--- src/rtl/joybus_poll_ctrl.sv ---
// JoyBus poll sequencer for one controller port: schedules poll commands, hands the
// line from transmitter to receiver, watchdogs both phases and latches the response.
module joybus_poll_ctrl #(
   parameter int unsigned POLL_PERIOD = 416667,
   parameter int unsigned TIMEOUT     = 2500,
   parameter logic [7:0]  CMD_POLL    = 8'h01,
   parameter int unsigned MAX_MISS    = 3
) (
   input  logic        clk,
   input  logic        rst_n,
   input  logic        en,
   input  logic        poll_now,
   output logic        tx_start,
   output logic [7:0]  tx_cmd,
   input  logic        tx_done,
   output logic        rx_start,
   input  logic        rx_done,
   input  logic [7:0]  jb_cntlr_status,
   input  logic [15:0] jb_cntlr_data,
   output logic [7:0]  btn_status,
   output logic [15:0] btn_data,
   output logic        upd,
   output logic        valid,
   output logic        ctrl_present,
   output logic [7:0]  err_cnt,
   output logic [1:0]  state_dbg
);

   localparam int PW = $clog2(POLL_PERIOD);
   localparam int WW = $clog2(TIMEOUT);
   localparam logic [PW-1:0] PER_LAST = PW'(POLL_PERIOD - 1);
   localparam logic [WW-1:0] WD_LAST  = WW'(TIMEOUT - 1);
   localparam logic [7:0]    MISS_LIM = 8'(MAX_MISS);

   typedef enum logic [1:0] {
      S_IDLE = 2'd0,
      S_TX   = 2'd1,
      S_RX   = 2'd2
   } state_t;

   state_t        state, state_d;
   logic          pending, pend_d;
   logic [PW-1:0] per_cnt, per_d;
   logic [WW-1:0] wd_cnt, wd_d;
   logic [7:0]    miss_cnt, miss_d, miss_inc;
   logic [7:0]    err_d;
   logic          tx_start_d, rx_start_d, upd_d, valid_d, present_d;
   logic [7:0]    status_d;
   logic [15:0]   data_d;
   logic          per_wrap, wd_expire, take_miss;

   // Handshake: tx_start/rx_start are one-cycle requests to the PHY; tx_done/rx_done are
   // one-cycle completions, honoured only in the matching phase and ignored elsewhere.
   assign tx_cmd    = CMD_POLL;
   assign state_dbg = state;
   assign per_wrap  = en && (per_cnt == PER_LAST);
   assign wd_expire = (wd_cnt == WD_LAST);

   always_comb begin
      state_d    = state;
      pend_d     = en && (pending || per_wrap);
      per_d      = (!en || per_wrap) ? '0 : per_cnt + 1'b1;
      wd_d       = (state == S_IDLE) ? '0 : wd_cnt + 1'b1;
      miss_d     = miss_cnt;
      miss_inc   = (miss_cnt == MISS_LIM) ? miss_cnt : miss_cnt + 8'd1;
      err_d      = err_cnt;
      tx_start_d = 1'b0;
      rx_start_d = 1'b0;
      upd_d      = 1'b0;
      valid_d    = valid;
      present_d  = ctrl_present;
      status_d   = btn_status;
      data_d     = btn_data;
      take_miss  = 1'b0;

      if (en && poll_now && (state != S_IDLE)) begin
         pend_d = 1'b1;
      end

      case (state)
         S_IDLE: begin
            if (en && (pending || poll_now)) begin
               state_d    = S_TX;
               tx_start_d = 1'b1;
               wd_d       = '0;
               pend_d     = 1'b0;
            end
         end
         S_TX: begin
            if (tx_done) begin
               state_d    = S_RX;
               rx_start_d = 1'b1;
               wd_d       = '0;
            end else if (wd_expire) begin
               take_miss = 1'b1;
            end
         end
         S_RX: begin
            // A response arriving on the expiry edge still counts as a success.
            if (rx_done) begin
               state_d   = S_IDLE;
               status_d  = jb_cntlr_status;
               data_d    = jb_cntlr_data;
               upd_d     = 1'b1;
               valid_d   = 1'b1;
               present_d = 1'b1;
               miss_d    = 8'd0;
            end else if (wd_expire) begin
               take_miss = 1'b1;
            end
         end
         default: state_d = S_IDLE;
      endcase

      if (take_miss) begin
         state_d = S_IDLE;
         valid_d = 1'b0;
         err_d   = (err_cnt == 8'hFF) ? err_cnt : err_cnt + 8'd1;
         miss_d  = miss_inc;
         if (miss_inc == MISS_LIM) begin
            present_d = 1'b0;
         end
      end
   end

   always_ff @(posedge clk or negedge rst_n) begin
      if (!rst_n) begin
         state        <= S_IDLE;
         pending      <= 1'b0;
         per_cnt      <= '0;
         wd_cnt       <= '0;
         miss_cnt     <= 8'd0;
         err_cnt      <= 8'd0;
         tx_start     <= 1'b0;
         rx_start     <= 1'b0;
         upd          <= 1'b0;
         valid        <= 1'b0;
         ctrl_present <= 1'b0;
         btn_status   <= 8'd0;
         btn_data     <= 16'd0;
      end else begin
         state        <= state_d;
         pending      <= pend_d;
         per_cnt      <= per_d;
         wd_cnt       <= wd_d;
         miss_cnt     <= miss_d;
         err_cnt      <= err_d;
         tx_start     <= tx_start_d;
         rx_start     <= rx_start_d;
         upd          <= upd_d;
         valid        <= valid_d;
         ctrl_present <= present_d;
         btn_status   <= status_d;
         btn_data     <= data_d;
      end
   end

endmodule

--- config.mk ---
export PLATFORM = sky130hd
export DESIGN_NAME = joybus_poll_ctrl
export DESIGN_NICKNAME = d
export VERILOG_FILES = /design/src/rtl/joybus_poll_ctrl.sv
export SDC_FILE = /design/constraint.sdc
export NUM_CORES = 1
export LEC_CHECK = 0
export ABC_AREA = 1
export ABC_CLOCK_PERIOD_IN_PS = 1600
export BUFFER_PORTS_ARGS = -buffer_cell sky130_fd_sc_hd__buf_2
export CAP_MARGIN = 20
export CORE_MARGIN = 3
export CORE_UTILIZATION = 50
export CTS_CLUSTER_SIZE = 30
export DETAILED_ROUTE_END_ITERATION = 8
export PLACE_DENSITY = 0.76
export SLEW_MARGIN = 20
export SYNTH_ARGS = -nofsm -noshare
export SYNTH_HDL_FRONTEND = slang
export SYNTH_SLANG_ARGS = --single-unit
--- constraint.sdc ---
create_clock -name clk -period 1.6 [get_ports clk]
set_input_delay 0.32 -clock clk [delete_from_list [all_inputs] [get_ports clk]]
set_output_delay 0.32 -clock clk [all_outputs]
set_load 0.02 [all_outputs]
==> impl_metrics.json, run 1 <==
{
  "dr.pass1.iters": 5,
  "grt.busiest_layer": "met2",
  "crit_arrival_ns": 1.91,
  "finalHoldViolCount": 0,
  "synth_fa_ha_area_share_pct": 3.212,
  "grt.overflow.total": 0,
  "ir_worst_vdd_uv": 859.9,
  "rows": 31,
  "hpwlAfterDp_mm": 6.251,
  "die-area_sq_mm": 0.008885,
  "cts_tree": "built",
  "cap_violations": 0,
  "r2r_cells": 10,
  "critPathMaxFanout": 5,
  "numCtsBuffers": 9,
  "drive_above_1_share_pct": 27.41,
  "synth-compound-area-share_pct": 5.011,
  "clock_sinks": 79,
  "hold_depth": 3,
  "outcome": "finished, violations left",
  "area_growth_pct": 24.03,
  "initial_utilization_pct": 52.58,
  "drt_iter0_drc": 187,
  "detailroute.via_count": 3346,
  "setup_ws_ns": -0.05922,
  "ios": 77,
  "slowest_delay_ns": 0.40,
  "post-route-drc-count": 0,
  "finClkSkew_ns": 0.007017,
  "fmax_mhz": 602.7,
  "syn-instance-count": 476,
  "violations": "setup timing",
  "die_h_um": 94.26,
  "holdWs_ns": 0.1584,
  "synth_top_family_by_area": "simple AND/OR/NAND/NOR gates",
  "grt_pass1_vias": 3127,
  "cpMostUsedCell": "nand2_2",
  "ys_seq_elements": 79,
  "antenna_cells": 0,
  "met1_usage_pct": 27.38,
  "setup_viol": 12,
  "fin_crit_ns": 1.659,
  "place.gp.congestion": 0.8979,
  "grt_pass1_wl_mm": 14.24,
  "path_cells": "inv_4, ha_4, nand2_2, nor2_2, nand2_2, nor2_4, buf_6, nand3_2, xor2_1, inv_1",
  "use_met3_pct": 3.045,
  "syn_area_sq_mm": 0.003895,
  "post-route-period-util_pct": 103.7,
  "num-nets-final": 615,
  "clock_path_buffers": 2,
  "cp_slowest_cell": "dfrtp_2",
  "grt_max_degree": 45,
  "seq_area_frac_synth_pct": 50.75,
  "final_antenna_net_count": 0,
  "antenna_found_initial": 0,
  "port_buffers": 68,
  "core-area_sq_mm": 0.007408,
  "crit_required_ns": 1.85,
  "viasPerCell": 4.928,
  "die_w_um": 94.26,
  "rsz0062_at_grt": "yes",
  "yosys_warnings": 0,
  "yosys-mux-area-fraction_pct": 0,
  "p_per_area_mw_per_mm2": 1262,
  "finalWirelength_mm": 8.615,
  "crit_path_start_kind": "flop",
  "synthSimpleGateAreaFrac_pct": 30.00,
  "cts.clk_slew.worst_paths_ns": 0.08,
  "path_class": "reg -> reg",
  "clock_latency_ns": 0.35,
  "p_leak_uw": 0.002507,
  "fin_util_pct": 65.21,
  "wl_per_cell_um": 12.69,
  "synth-xor-area-share_pct": 3.373,
  "grt.total_usage_pct": 20.47,
  "cts-htree-levels": 3,
  "maxSlewViolCount": 0,
  "root_buffer": "clkbuf_8",
  "hp-class": "in -> reg",
  "met2_usage_pct": 33.16,
  "synth.distinct_cells": 38,
  "avgSynthCellArea_sq_um": 8.183,
  "endpoint_kind": "flop"
}
## worst paths after layout
kind,from,endpoint,slack [ns]
max,state_dbg[0],err_cnt[5],-0.06
min,jb_cntlr_data[12],btn_data[12],0.16
max reg2reg,state_dbg[0],err_cnt[5],-0.06
min reg2reg,btn_status[6],btn_status[6],0.48
max in group asynchronous,rst_n,btn_status[7],0.70
min in group asynchronous,rst_n,per_cnt[12],0.39
## metrics by stage
| stage | cells | worst slack, ns | setup TNS [ns] | area [sq um] | power, uW |
|---|---|---|---|---|---|
| finish | 679 | -0.05922 | -0.3682 | 4831 | 6095 |
| global route | 679 | -0.2254 | -3.963 | 4831 | 6512 |
| CTS | 674 | -0.02758 | -0.03508 | 4700 | 6060 |
| floorplan | 482 | -0.02905 | -0.02905 | 3924 | 3810 |
| global placement | 657 | 0.0002059 | 0 | 4482 | 4491 |
| detailed placement | 657 | -0.1217 | -0.8125 | 4482 | 4565 |
## cell usage after synthesis
library cell | number | share of area, %
a21oi_1 | 13 | 1.7
a31oi_1 | 1 | 0.16
and2_1 | 1 | 0.16
and3_1 | 2 | 0.32
buf_1 | 1 | 0.096
buf_2 | 1 | 0.13
buf_4 | 9 | 1.7
buf_6 | 1 | 0.29
clkbuf_1 | 2 | 0.19
clkinv_1 | 2 | 0.19
conb_1 | 2 | 0.19
dfrtp_1 | 79 | 51
ha_1 | 10 | 3.2
inv_1 | 44 | 4.2
inv_2 | 6 | 0.58
nand2_1 | 148 | 14
nand2_2 | 5 | 0.80
nand3_1 | 21 | 2.7
nand3_2 | 3 | 0.77
nand3b_1 | 1 | 0.19
nand4_1 | 7 | 1.1
nor2_1 | 50 | 4.8
nor2_2 | 5 | 0.80
nor2_4 | 1 | 0.29
nor3_1 | 15 | 1.9
nor3_2 | 2 | 0.51
nor3b_1 | 1 | 0.19
nor3b_4 | 1 | 0.48
nor4_1 | 1 | 0.16
o21a_1 | 1 | 0.19
o21ai_0 | 11 | 1.4
o21ai_1 | 7 | 0.90
o21bai_1 | 1 | 0.19
o22ai_1 | 3 | 0.48
or2_1 | 2 | 0.32
or2_2 | 1 | 0.16
xnor2_1 | 5 | 1.1
xor2_1 | 10 | 2.2
## where the power goes
group / total, uW / switching [uW] / leakage, uW / internal (uW)
sequential: 2630 / 244 / 0.00105 / 2390
combinational: 1990 / 1260 / 0.00136 / 732
clock: 1470 / 745 / 0.0000998 / 723
total: 6090 / 2250 / 0.00251 / 3840
## logic make-up after synthesis
family | Yosys count
AOI/OAI and AO/OA | 37
buffers and inverters | 66
DFF | 79
and+or+nand+nor | 267
other | 2
adders and majority gates | 10
xor gates and xnor gates | 15
## state kept, by name (all words and copies together) (netlist names)
name,cells
per_cnt,19
state_dbg,2
valid,1
btn_status,8
rx_start,1
btn_data,16
tx_start,1
ctrl_present,1
wd_cnt,12
miss_cnt,8
pending,1
err_cnt,8
upd,1
## timing repair
action / in CTS / in global routing
endpoints found under the hold margin: 20 / 0
resized for setup: 4 / 22
endpoints found under the setup margin: 15 / 49
pin swaps: 0 / 10
hold buffers: 1 / 0
buffers inserted: 0 / 5
## layout by cell type, fill, tap and decap left out, drive strengths merged
cell type / count
a21oi: 13
a31oi: 1
and2: 1
and3: 2
buf: 95
bufinv: 1
clkbuf: 9
clkinv: 5
clkinvlp: 1
conb: 8
dfrtp: 79
dlygate4sd3: 1
ha: 10
inv: 52
nand2: 153
nand3: 24
nand3b: 1
nand4: 7
nor2: 56
nor3: 17
nor3b: 2
nor4: 1
o21a: 1
o21ai: 18
o21bai: 1
o22ai: 3
or2: 3
xnor2: 5
xor2: 10
## routing by layer
metal / wire, um / vias up
met1: 3816 / 1544
met3: 473 / 13
met5: 0 / -
met4: 113 / 0
li1: - / 1683
met2: 4211 / 106
## critical path, delay by kind of cell, from the launching register on
family	cells	cell delay [ns]
adders and majority gates	1	0.25
xor gates and xnor gates	1	0.14
buffers and inverters	3	0.25
and+or+nand+nor	5	0.52
DFF	1	0.40
## layout make-up
type	count	area, sq um
clock buffers	9	123.9
clock inverters	7	70.07
fillers	616	2577
inverters	52	197.7
multi-input cells	337	1748
flip-flops and latches	79	1979
well taps	99	123.9
repair buffers	96	588.1
(Power assumes the default switching activity.)
==> run 2, diff against run 1 <==
--- a/config.mk
+++ b/config.mk
@@ -6,14 +6,15 @@
 export NUM_CORES = 1
 export LEC_CHECK = 0
 export ABC_AREA = 1
-export ABC_CLOCK_PERIOD_IN_PS = 1600
+export ABC_CLOCK_PERIOD_IN_PS = 2000
 export BUFFER_PORTS_ARGS = -buffer_cell sky130_fd_sc_hd__buf_2
 export CAP_MARGIN = 20
+export CORE_ASPECT_RATIO = 1.5
 export CORE_MARGIN = 3
 export CORE_UTILIZATION = 50
 export CTS_CLUSTER_SIZE = 30
 export DETAILED_ROUTE_END_ITERATION = 8
-export PLACE_DENSITY = 0.76
+export PLACE_DENSITY = 0.73
 export SLEW_MARGIN = 20
 export SYNTH_ARGS = -nofsm -noshare
 export SYNTH_HDL_FRONTEND = slang
==> constraint.sdc (replaced) <==
create_clock -name clk -period 2 [get_ports clk]
set_input_delay 0.4 -clock clk [delete_from_list [all_inputs] [get_ports clk]]
set_output_delay 0.4 -clock clk [all_outputs]
set_load 0.02 [all_outputs]
==> impl_metrics.json, run 2 (same netlist as run 1, synthesis figures left out) <==
{
  "numCtsBuffers": 9,
  "cts_resized": 0,
  "core-area_sq_mm": 0.007417,
  "place.gp.congestion": 0.8872,
  "root_buffer": "clkbuf_8",
  "num-nets-final": 597,
  "die_h_um": 114.1,
  "rows": 38,
  "mostFrequentLayoutCell": "nand2_1",
  "finalHoldViolCount": 0,
  "crit_path_end": "state_dbg[1]",
  "post-route-period-util_pct": 92.57,
  "worstReg2RegStart": "state_dbg[1]",
  "place_inst": 643,
  "fin_crit_ns": 1.851,
  "clock_latency_ns": 0.34,
  "cts_tree": "built",
  "ios": 77,
  "viasPerCell": 4.971,
  "p_per_area_mw_per_mm2": 1062,
  "endpoint_kind": "flop",
  "fmax_mhz": 540.1,
  "swShare_pct": 35.39,
  "hp-class": "in -> reg",
  "reg2reg_to": "state_dbg[1]",
  "crit_path_start_kind": "flop",
  "maxSlewViolCount": 0,
  "crit_arrival_ns": 2.07,
  "cts.clk_slew.worst_paths_ns": 0.08,
  "grt.total_usage_pct": 19.78,
  "post-route-drc-count": 0,
  "grt_pass1_vias": 3189,
  "path_cells": "inv_1, ha_1, nand2_1, nor2_1, nand2_1, nor2_2, buf_4, inv_2, nand2_1, o21ai_1, nand2_1, o21ai_1",
  "p_sw_uw": 1726,
  "cpMostUsedCell": "nand2_1",
  "outcome": "finished clean",
  "r2r_slack_ns": 0.15,
  "drt_iter0_drc": 134,
  "setup_viol": 0,
  "grt_max_degree": 56,
  "initial_utilization_pct": 52.51,
  "grt_pass1_wl_mm": 14.05,
  "cp_slowest_cell": "dfrtp_1",
  "fin_tns_setup_ns": 0,
  "dr.pass1.iters": 4,
  "crit_required_ns": 2.22,
  "crit_path_start": "state_dbg[1]",
  "grt.overflow.total": 0,
  "port_buffers": 68,
  "drive_above_1_share_pct": 20.32,
  "final_antenna_net_count": 0,
  "largest_reg_flops": 19,
  "path_buf_inv": 3,
  "seq_power_share_pct": 43.2,
  "final_cell_count_no_fill": 661,
  "rsz0062_at_grt": "no",
  "antenna_cells": 0,
  "mostFrequentLayoutCells": "nand2_1, dfrtp_1, buf_2",
  "p_int_uw": 3151,
  "die_w_um": 78.07,
  "clock_path_buffers": 2,
  "ir_worst_vdd_uv": 759.5,
  "top_regs": "per_cnt (19), btn_data (16), wd_cnt (12)",
  "critPathMaxFanout": 8,
  "cap_violations": 0,
  "hpwlAfterDp_mm": 6.291,
  "clock_sinks": 79,
  "die-area_sq_mm": 0.008907,
  "crit_family": "simple AND/OR/NAND/NOR gates",
  "finalWirelength_mm": 8.405,
  "antenna_found_initial": 0,
  "pwr-share-clk_pct": 26.3,
  "area_growth_pct": 17.92,
  "top_register": "per_cnt",
  "slowest_delay_ns": 0.39,
  "path_class": "reg -> reg",
  "worstSetupPathDepth": 12,
  "p_leak_uw": 0.002408,
  "num-fill-cells": 663,
  "r2r_cells": 12,
  "finClkSkew_ns": 0.009836,
  "pwr-share-comb_pct": 30.5,
  "detailroute.via_count": 3286,
  "wl_per_cell_um": 12.72,
  "cts-htree-levels": 3
}
## run 2: metal layers
layer / global-route usage [%] / wire [um] / part of all wire [%] / up-vias
met3: 3.780 / 364 / 4.3 / 17
li1: - / - / - / 1635
met4: 8.868 / 189 / 2.2 / 0
met1: 22.89 / 3296 / 39 / 1561
met2: 35.24 / 4555 / 54 / 73
met5: 0 / 0 / 0 / -
## run 2: area by class of cell
class / instances / area, sq um / share of cell area (%)
tap: 100 / 125.1 / 2.724
inverter: 52 / 195.2 / 4.250
sequential: 79 / 1977 / 43.04
multi-input combinational: 337 / 1650 / 35.93
clock inverter: 3 / 67.56 / 1.471
clock buffer: 12 / 145.1 / 3.160
timing repair buffer: 78 / 432.9 / 9.425
## run 2: stage by stage
step / area [sq um] / setup slack, ns / hold WS, ns / utilization, % / total power (uW)
floorplan: 3918 / 0.2150 / 0.1044 / - / 3040
global placement: 4355 / 0.2223 / 0.3338 / 58.72 / 3545
detailed placement: 4355 / 0.1542 / 0.3346 / 58.72 / 3594
CTS: 4578 / 0.1301 / 0.2288 / 61.72 / 4907
global route: 4593 / 0.0006746 / 0.2311 / 61.93 / 5171
finish: 4593 / 0.1485 / 0.2483 / 61.93 / 4877
## run 2: worst min-delay path by stage
stage,slack [ns],to,from,cells after the start
2_1_floorplan,0.10,btn_data[0],rst_n,0
3_3_place_gp,0.33,miss_cnt[7],rst_n,1
3_5_place_dp,0.33,miss_cnt[7],rst_n,1
4_1_cts,0.23,btn_status[1],jb_cntlr_status[1],3
5_1_grt,0.23,btn_status[1],jb_cntlr_status[1],3
6_report,0.25,btn_status[4],jb_cntlr_status[4],3
## run 2: tightest hold or removal path, stage by stage
cell     delay (ns)
buf_2          0.07
nand2_1        0.04
nand2_1        0.04
## run 2: power groups by stage
stage	Combinational, uW	Clock [uW]	Sequential (uW)
after global routing	1640	1390	2150
final	1490	1280	2110
after CTS	1470	1320	2110
after global placement	1430	0	2120
after floorplan	611	0	2430
after detailed placement	1460	0	2130
## run 2: what timing repair did
action | 4_1_cts | 5_1_grt
hold buffers | 1 | 0
buffers inserted | 0 | 2
endpoints found under the setup margin | 0 | 2
endpoints found under the hold margin | 24 | 0
